## src/rtl/complex_dot_accum_if.sv

```systemverilog
// Handshake bundle between a complex-product source and the dot-product accumulator.
// Each transfer carries one complex product. Each result carries one accumulated complex sum.
interface complex_dot_accum_if #(
  parameter int W = 16,
  parameter int N = 4
);
  localparam int IW = 2 * W + 1;
  localparam int AW = IW + $clog2(N);

  logic                 in_valid;
  logic                 in_ready;
  logic signed [IW-1:0] in_Cr;
  logic signed [IW-1:0] in_Ci;
  logic                 out_valid;
  logic                 out_ready;
  logic signed [AW-1:0] out_Cr;
  logic signed [AW-1:0] out_Ci;
  logic [7:0]           out_cnt;

  modport master (
    output in_valid, in_Cr, in_Ci, out_ready,
    input  in_ready, out_valid, out_Cr, out_Ci, out_cnt
  );

  modport slave (
    input  in_valid, in_Cr, in_Ci, out_ready,
    output in_ready, out_valid, out_Cr, out_Ci, out_cnt
  );
endinterface

```

## src/rtl/complex_dot_accum.sv

```systemverilog
// Sums N consecutive complex products into one complex result.
// The result is held in an output register that uses a valid/ready handshake.
module complex_dot_accum #(
  parameter int W = 16,
  parameter int N = 4
) (
  input logic                clk,
  input logic                rst,
  complex_dot_accum_if.slave bus
);
  localparam int IW = 2 * W + 1;
  localparam int AW = IW + $clog2(N);
  localparam int CW = $clog2(N);

  logic [CW-1:0]        cnt_r;
  logic signed [AW-1:0] acc_cr_r;
  logic signed [AW-1:0] acc_ci_r;
  logic signed [AW-1:0] out_cr_r;
  logic signed [AW-1:0] out_ci_r;
  logic                 out_valid_r;
  logic [7:0]           out_cnt_r;

  logic signed [AW-1:0] ext_cr_s;
  logic signed [AW-1:0] ext_ci_s;
  logic signed [AW-1:0] sum_cr_s;
  logic signed [AW-1:0] sum_ci_s;
  logic                 last_s;
  logic                 in_ready_s;
  logic                 in_xfer_s;
  logic                 out_xfer_s;

  // Decode the handshakes and form the next partial sums.
  always_comb begin
    ext_cr_s   = {{(AW-IW){bus.in_Cr[IW-1]}}, bus.in_Cr};
    ext_ci_s   = {{(AW-IW){bus.in_Ci[IW-1]}}, bus.in_Ci};
    last_s     = (cnt_r == CW'(N - 1));
    // Stall only the final term, and only while the previous result is still unclaimed.
    if (last_s && out_valid_r && !bus.out_ready) begin
      in_ready_s = 1'b0;
    end else begin
      in_ready_s = 1'b1;
    end
    in_xfer_s  = bus.in_valid && in_ready_s;
    out_xfer_s = out_valid_r && bus.out_ready;
    if (cnt_r == '0) begin
      sum_cr_s = ext_cr_s;
      sum_ci_s = ext_ci_s;
    end else begin
      sum_cr_s = acc_cr_r + ext_cr_s;
      sum_ci_s = acc_ci_r + ext_ci_s;
    end
  end

  // Update the term counter, the accumulator, the result register and the delivered-result count.
  always_ff @(posedge clk) begin
    if (rst) begin
      cnt_r       <= '0;
      acc_cr_r    <= '0;
      acc_ci_r    <= '0;
      out_cr_r    <= '0;
      out_ci_r    <= '0;
      out_valid_r <= 1'b0;
      out_cnt_r   <= 8'd0;
    end else begin
      if (in_xfer_s) begin
        acc_cr_r <= sum_cr_s;
        acc_ci_r <= sum_ci_s;
        if (last_s) begin
          cnt_r <= '0;
        end else begin
          cnt_r <= cnt_r + CW'(1);
        end
      end
      // A new final sum takes priority, so the result register is overwritten with no bubble.
      if (in_xfer_s && last_s) begin
        out_cr_r    <= sum_cr_s;
        out_ci_r    <= sum_ci_s;
        out_valid_r <= 1'b1;
      end else if (out_xfer_s) begin
        out_valid_r <= 1'b0;
      end
      if (out_xfer_s) begin
        out_cnt_r <= out_cnt_r + 8'd1;
      end
    end
  end

  assign bus.in_ready  = in_ready_s;
  assign bus.out_valid = out_valid_r;
  assign bus.out_Cr    = out_cr_r;
  assign bus.out_Ci    = out_ci_r;
  assign bus.out_cnt   = out_cnt_r;
endmodule
```

## src/flat_wrapper.sv

```systemverilog
// flat-port wrapper written by rule: the top's interface ports become plain ports
module complex_dot_accum_flat 
#(
  parameter int W = 16,
  parameter int N = 4
)
  (clk, rst, bus_in_valid, bus_in_Cr, bus_in_Ci, bus_out_ready, bus_in_ready, bus_out_valid, bus_out_Cr, bus_out_Ci, bus_out_cnt);
  complex_dot_accum_if #(.W(W), .N(N)) bus_i ();
  input logic clk;
  input logic rst;
  input wire logic [$bits(bus_i.in_valid)-1:0] bus_in_valid;
  input wire logic [$bits(bus_i.in_Cr)-1:0] bus_in_Cr;
  input wire logic [$bits(bus_i.in_Ci)-1:0] bus_in_Ci;
  input wire logic [$bits(bus_i.out_ready)-1:0] bus_out_ready;
  output wire logic [$bits(bus_i.in_ready)-1:0] bus_in_ready;
  output wire logic [$bits(bus_i.out_valid)-1:0] bus_out_valid;
  output wire logic [$bits(bus_i.out_Cr)-1:0] bus_out_Cr;
  output wire logic [$bits(bus_i.out_Ci)-1:0] bus_out_Ci;
  output wire logic [$bits(bus_i.out_cnt)-1:0] bus_out_cnt;
  assign bus_i.in_valid = bus_in_valid;
  assign bus_i.in_Cr = bus_in_Cr;
  assign bus_i.in_Ci = bus_in_Ci;
  assign bus_i.out_ready = bus_out_ready;
  assign bus_in_ready = bus_i.in_ready;
  assign bus_out_valid = bus_i.out_valid;
  assign bus_out_Cr = bus_i.out_Cr;
  assign bus_out_Ci = bus_i.out_Ci;
  assign bus_out_cnt = bus_i.out_cnt;
  complex_dot_accum #(.W(W), .N(N)) u_core (.clk(clk), .rst(rst), .bus(bus_i));
endmodule
```

## config.mk

```make
export PLATFORM = sky130hd
export DESIGN_NAME = complex_dot_accum_flat
export DESIGN_NICKNAME = d
export VERILOG_FILES = /design/src/rtl/complex_dot_accum_if.sv /design/src/rtl/complex_dot_accum.sv /design/src/flat_wrapper.sv
export SDC_FILE = /design/constraint.sdc
export NUM_CORES = 1
export LEC_CHECK = 0
export ABC_AREA = 1
export BUFFER_PORTS_ARGS = -buffer_cell sky130_fd_sc_hd__buf_2
export CAP_MARGIN = 15
export CORE_UTILIZATION = 55
export DETAILED_ROUTE_END_ITERATION = 16
export PLACE_DENSITY = 0.77
export SLEW_MARGIN = 20
export SYNTH_ARGS = -nofsm -noshare
export SYNTH_HDL_FRONTEND = slang
export SYNTH_SLANG_ARGS = --single-unit
```

## constraint.sdc

```tcl
create_clock -name clk -period 2.7 [get_ports clk]
set_input_delay 0 -clock clk [delete_from_list [all_inputs] [get_ports clk]]
set_output_delay 0 -clock clk [all_outputs]
set_load 0.02 [all_outputs]
```

# Yosys cells after proc, flatten, opt, wreduce, memory -nomap -nowiden

Index checks and enable logic that the tools add are counted.

Mux-type cells: 6
Equality and inequality tests: 1
$add $sub $neg: 4
Reduce and logical (&&, ||, !) cells: 8

Operators with widths:

| kind                                         | number |
|---|---|
| adder 35 x 33 -> 35 bit                      | 2 |
| two-way mux 35 bit                           | 2 |
| adder 8 x 1 -> 8 bit (second input constant) | 1 |
| logical AND 1 bit                            | 5 |
| two-way mux 1 bit                            | 3 |
| adder 2 x 1 -> 2 bit (second input constant) | 1 |
| equality test 2 bit (second input constant)  | 1 |
| logical NOT 2 bit                            | 1 |
| two-way mux 2 bit                            | 1 |
| nonzero test 2 bit                           | 1 |
| logical NOT 1 bit                            | 1 |

Word-level logic and storage cells: 26
Register bits after elaboration: 151
Input bits: 70

# Longest topological paths before layout

Word-level depth: 7
Mapped depth: 17
Depth with buffers taken out: 17

# Worst setup path before layout

No wires, ideal clock.

Path kind: reg2reg
Start point: reg u_core.acc_cr_r[0]
End point: reg u_core.acc_cr_r[28]
Slack: 0.713 ns
Path buffers: 0
Stages on the path, launching flop included: 18
Period minus slack after synthesis: 1.987 ns
Setup time: 0.109 ns
Arrival time: 1.878 ns
Cells stage by stage: dfxtp_1 -> ha_1 -> inv_1 -> fa_1 -> inv_1 -> nand3_1 -> nand2_1 -> nand2_1 -> nand2_1 -> nand2_1 -> nand2_1 -> nand3_1 -> nand2_1 -> nand2_1 -> nand3_1 -> nand3_1 -> nand2_1 -> inv_1

Word-level cells in the longest chain between the ends: 2

RTL lines:

| item                    | line                    | text |
|---|---|---|
| from (decl)             | complex_dot_accum.sv:16 | `logic signed [AW-1:0] acc_cr_r;` |
| from (signal assigned)  | complex_dot_accum.sv:66 | `acc_cr_r <= sum_cr_s;` |
| adder 35 x 33 -> 35 bit | complex_dot_accum.sv:49 | `sum_cr_s = acc_cr_r + ext_cr_s;` |
| two-way mux 35 bit      | complex_dot_accum.sv:45 | `if (cnt_r == '0) begin` |

Every way passes these cells.
A chain may end at the register's enable or synchronous reset.

# Worst setup path after layout

Ends and elaborated chain as after synthesis.

==> results.sh <==
export IMPL_ir_drop_mv=0.4201
export IMPL_clock_path_buffers=2
export IMPL_finalSetupViolCount=0
export IMPL_synth_cells=1933
export IMPL_crit_path_start_kind="register"
export IMPL_p_seq_share_pct=33.5
export IMPL_antenna_cells=0
export IMPL_path_common_cell="nand2_1"
export IMPL_ant_nets=0
export IMPL_wirelength_mm=35.60
export IMPL_cpPeakStageDelay_ns=0.41
export IMPL_area_growth_pct=19.16
export IMPL_synth_xor_area_share_pct=1.290
export IMPL_wl_per_cell_um=14.87
export IMPL_synthMuxAreaShare_pct=0
export IMPL_postSynth_asyncResetShare_pct=0
export IMPL_synth_warnings=0
export IMPL_leakage_nw=7.850
export IMPL_gr_total_overflow=0
export IMPL_die_area_um2=21580
export IMPL_r2r_cells=17
export IMPL_rsz0062_at_grt="false"
export IMPL_p_int_mw=4.718
export IMPL_cts_root_buf="clkbuf_16"
export IMPL_synth_fa_ha_area_share_pct=8.041
export IMPL_gp_congestion=0.9522
export IMPL_crit_arrival_ns=2.71
export IMPL_worstMarginPinSlew_ns=0.9117
export IMPL_syn_area_um2=11550
export IMPL_io_buffers=149
export IMPL_relSlewSlack_pct=39.22
export IMPL_initial_core_util_pct=56.52
export IMPL_drc=0
export IMPL_synth_edf_count=0
export IMPL_path_class="register to register"
export IMPL_hp_start="bus_in_Ci[1]"
export IMPL_final_cell_mix="nand2_1, inv_1, nor2_1, nand3_1, dfxtp_1"
export IMPL_regToRegStartpoint="u_core.acc_cr_r[0]"
export IMPL_synth_avg_cell_area_um2=5.973
export IMPL_reg2reg_slack_ns=0.32
export IMPL_path_cells="ha_1 > inv_1 > fa_1 > inv_1 > nand3_1 > nand2_1 > nand2_1 > nand2_1 > nand2_1 > nand2_1 > nand3_1 > nand2_1 > nand2_1 > nand3_1 > nand3_1 > nand2_1 > inv_1"
export IMPL_ys_ff_latch=151
export IMPL_grt_use_total_pct=33.06
export IMPL_path_buf_inv=3
export IMPL_worstHoldEndpoint="u_core.bus.out_Ci[1]"
export IMPL_die_height_um=146.9
export IMPL_synth_top_family_by_area="simple AND/OR/NAND/NOR gates"
export IMPL_ios=150
export IMPL_final_common_cell="nand2_1"
export IMPL_grt_pass1_vias=12076
export IMPL_fin_area_um2=13760
export IMPL_path_clk_slew_ns=0.06
export IMPL_critPathRequiredTime_ns=3.03
export IMPL_dp_hpwl_mm=25.64
export IMPL_vias=12549
export IMPL_nets=2255
export IMPL_switching_power_mw=2.520
export IMPL_numCtsBuffers=17
export IMPL_drv_cap=0
export IMPL_die_x_um=146.9
export IMPL_num_rows=52
export IMPL_grt_max_degree=112
export IMPL_finalClockSkew_ns=0.01307
export IMPL_hold_slack_ns=0.009127
export IMPL_via_per_inst=5.242
export IMPL_post_dp_cell_area_um2=12500
export IMPL_antenna_found_initial=0
export IMPL_synthDistinctLibCells=37
export IMPL_end_kind="register"
export IMPL_total_power_mw=7.238
export IMPL_period_share_pct=88.04
export IMPL_syn_nets=2076
export IMPL_ys_seq_area_share_pct=26.18
export IMPL_swShare_pct=34.82
export IMPL_first_pass_iters=5
export IMPL_cts_max_level=4
export IMPL_cp_max_fo=4
export IMPL_slew_viol_final=0
export IMPL_crit_family="simple AND/OR/NAND/NOR gates"
export IMPL_worst_hold_path_type="input port to register"
export IMPL_grt_pass1_wl_mm=57.82
export IMPL_slowest_stage="fa_1"
export IMPL_post_route_min_period_ns=2.377
export IMPL_insertion_delay_ns=0.43
export IMPL_r2r_end="u_core.acc_cr_r[28]"
export IMPL_pwr_share_comb_pct=30.3
export IMPL_run_status="finished, final reports clean"
export IMPL_fin_setup_tns_ns=0
export IMPL_ys_flop_type="dfxtp_1"
export IMPL_cellPowerDensity_nw_per_um2=526.1
export IMPL_clkPwrFrac_pct=36.1
export IMPL_drt_iter0_drc=709
export IMPL_core_area_um2=20430
export IMPL_max_freq_ghz=0.4207
export IMPL_cts_tree="done"
export IMPL_min_path_cells=5
export IMPL_drive_gt1_share_pct=10.92
export IMPL_synth_compound_area_share_pct=14.95
export IMPL_cts_sinks=151
export IMPL_hold_viol=0
export IMPL_synthSimpleGateAreaFrac_pct=36.63
[cell usage after synthesis (22+ instances only)]
master / count / area (um^2)
ha_1: 71 / 888.4
nor3_1: 22 / 110.1
nand3_1: 156 / 780.8
o21ai_0: 98 / 490.5
o21a_1: 43 / 322.8
dfxtp_1: 151 / 3023
o21bai_1: 34 / 255.2
inv_1: 319 / 1197
nand2_1: 534 / 2004
nor2_1: 238 / 893.4
clkbuf_1: 33 / 123.9
a21oi_1: 81 / 405.4
[cells by family after synthesis]
group | count (synthesis)
simple gates | 1013
compound gates | 292
buf+inv | 387
flops | 151
fa+ha+maj | 73
xor+xnor | 17
[power groups by stage]
| stage | clock network, mW | registers (mW) | logic [mW] |
|---|---|---|---|
| after floorplan | 0 | 2.49 | 1.50 |
| after global placement | 0 | 2.47 | 2.05 |
| after detailed placement | 0 | 2.47 | 2.08 |
| after CTS | 2.64 | 2.43 | 2.17 |
| after global routing | 2.72 | 2.44 | 2.47 |
| final | 2.62 | 2.43 | 2.19 |
[final cells by class]
class,count,area (um^2)
well taps,270,337.8
inverters,326,1226
repair buffers,221,1506
clock buffers,20,456.7
multi-input cells,1395,7036
clock inverters,11,172.7
fillers,1941,6671
flip-flops and latches,151,3023
[state kept, by name, summed over array words and instances (netlist names)]
name	count
u_core.acc_ci_r	35
u_core.bus.out_Cr	35
u_core.cnt_r	2
u_core.bus.out_valid	1
u_core.acc_cr_r	35
u_core.bus.out_Ci	35
u_core.bus.out_cnt	8
[per-stage QoR]
step                std cells  util, %  setup WS [ns]
global placement         2300    61.18         0.4259
floorplan                1933        -         0.7129
finish                   2394    67.34         0.3228
CTS                      2394    67.34         0.3482
detailed placement       2300    61.18         0.3779
global route             2394    67.34        0.03265
[timing repair]
action	4_1_cts	5_1_grt
buffers inserted	0	0
endpoints found under the hold margin	118	0
resized for setup	0	0
hold buffers	63	0
[metal layers]
metal	global-route usage (%)	wire [um]	part of all wire, %
met1	40.06	15520	44
met2	60.90	17910	50
met3	3.509	1467	4.1
met4	10.31	699	2.0
met5	0	0	0
[tightest hold or removal path: stages]
cell and delay, ns:
buf_2 0.12, nand2_1 0.05, o21ai_0 0.08, nand2_1 0.08, a21oi_1 0.06
[worst max-delay path by stage]
stage	from	cells after the start	slack, ns	endpoint
4_1_cts	u_core.acc_ci_r[0]	17	0.35	u_core.acc_ci_r[28]
2_1_floorplan	u_core.acc_cr_r[0]	17	0.71	u_core.acc_cr_r[28]
6_report	u_core.acc_cr_r[0]	17	0.32	u_core.acc_cr_r[28]
5_1_grt	u_core.acc_ci_r[0]	17	0.03	u_core.acc_ci_r[28]
3_3_place_gp	u_core.acc_ci_r[0]	17	0.43	u_core.acc_ci_r[24]
3_5_place_dp	u_core.acc_ci_r[0]	17	0.38	u_core.acc_ci_r[24]
No activity file was read; power rests on OpenSTA's default activity.
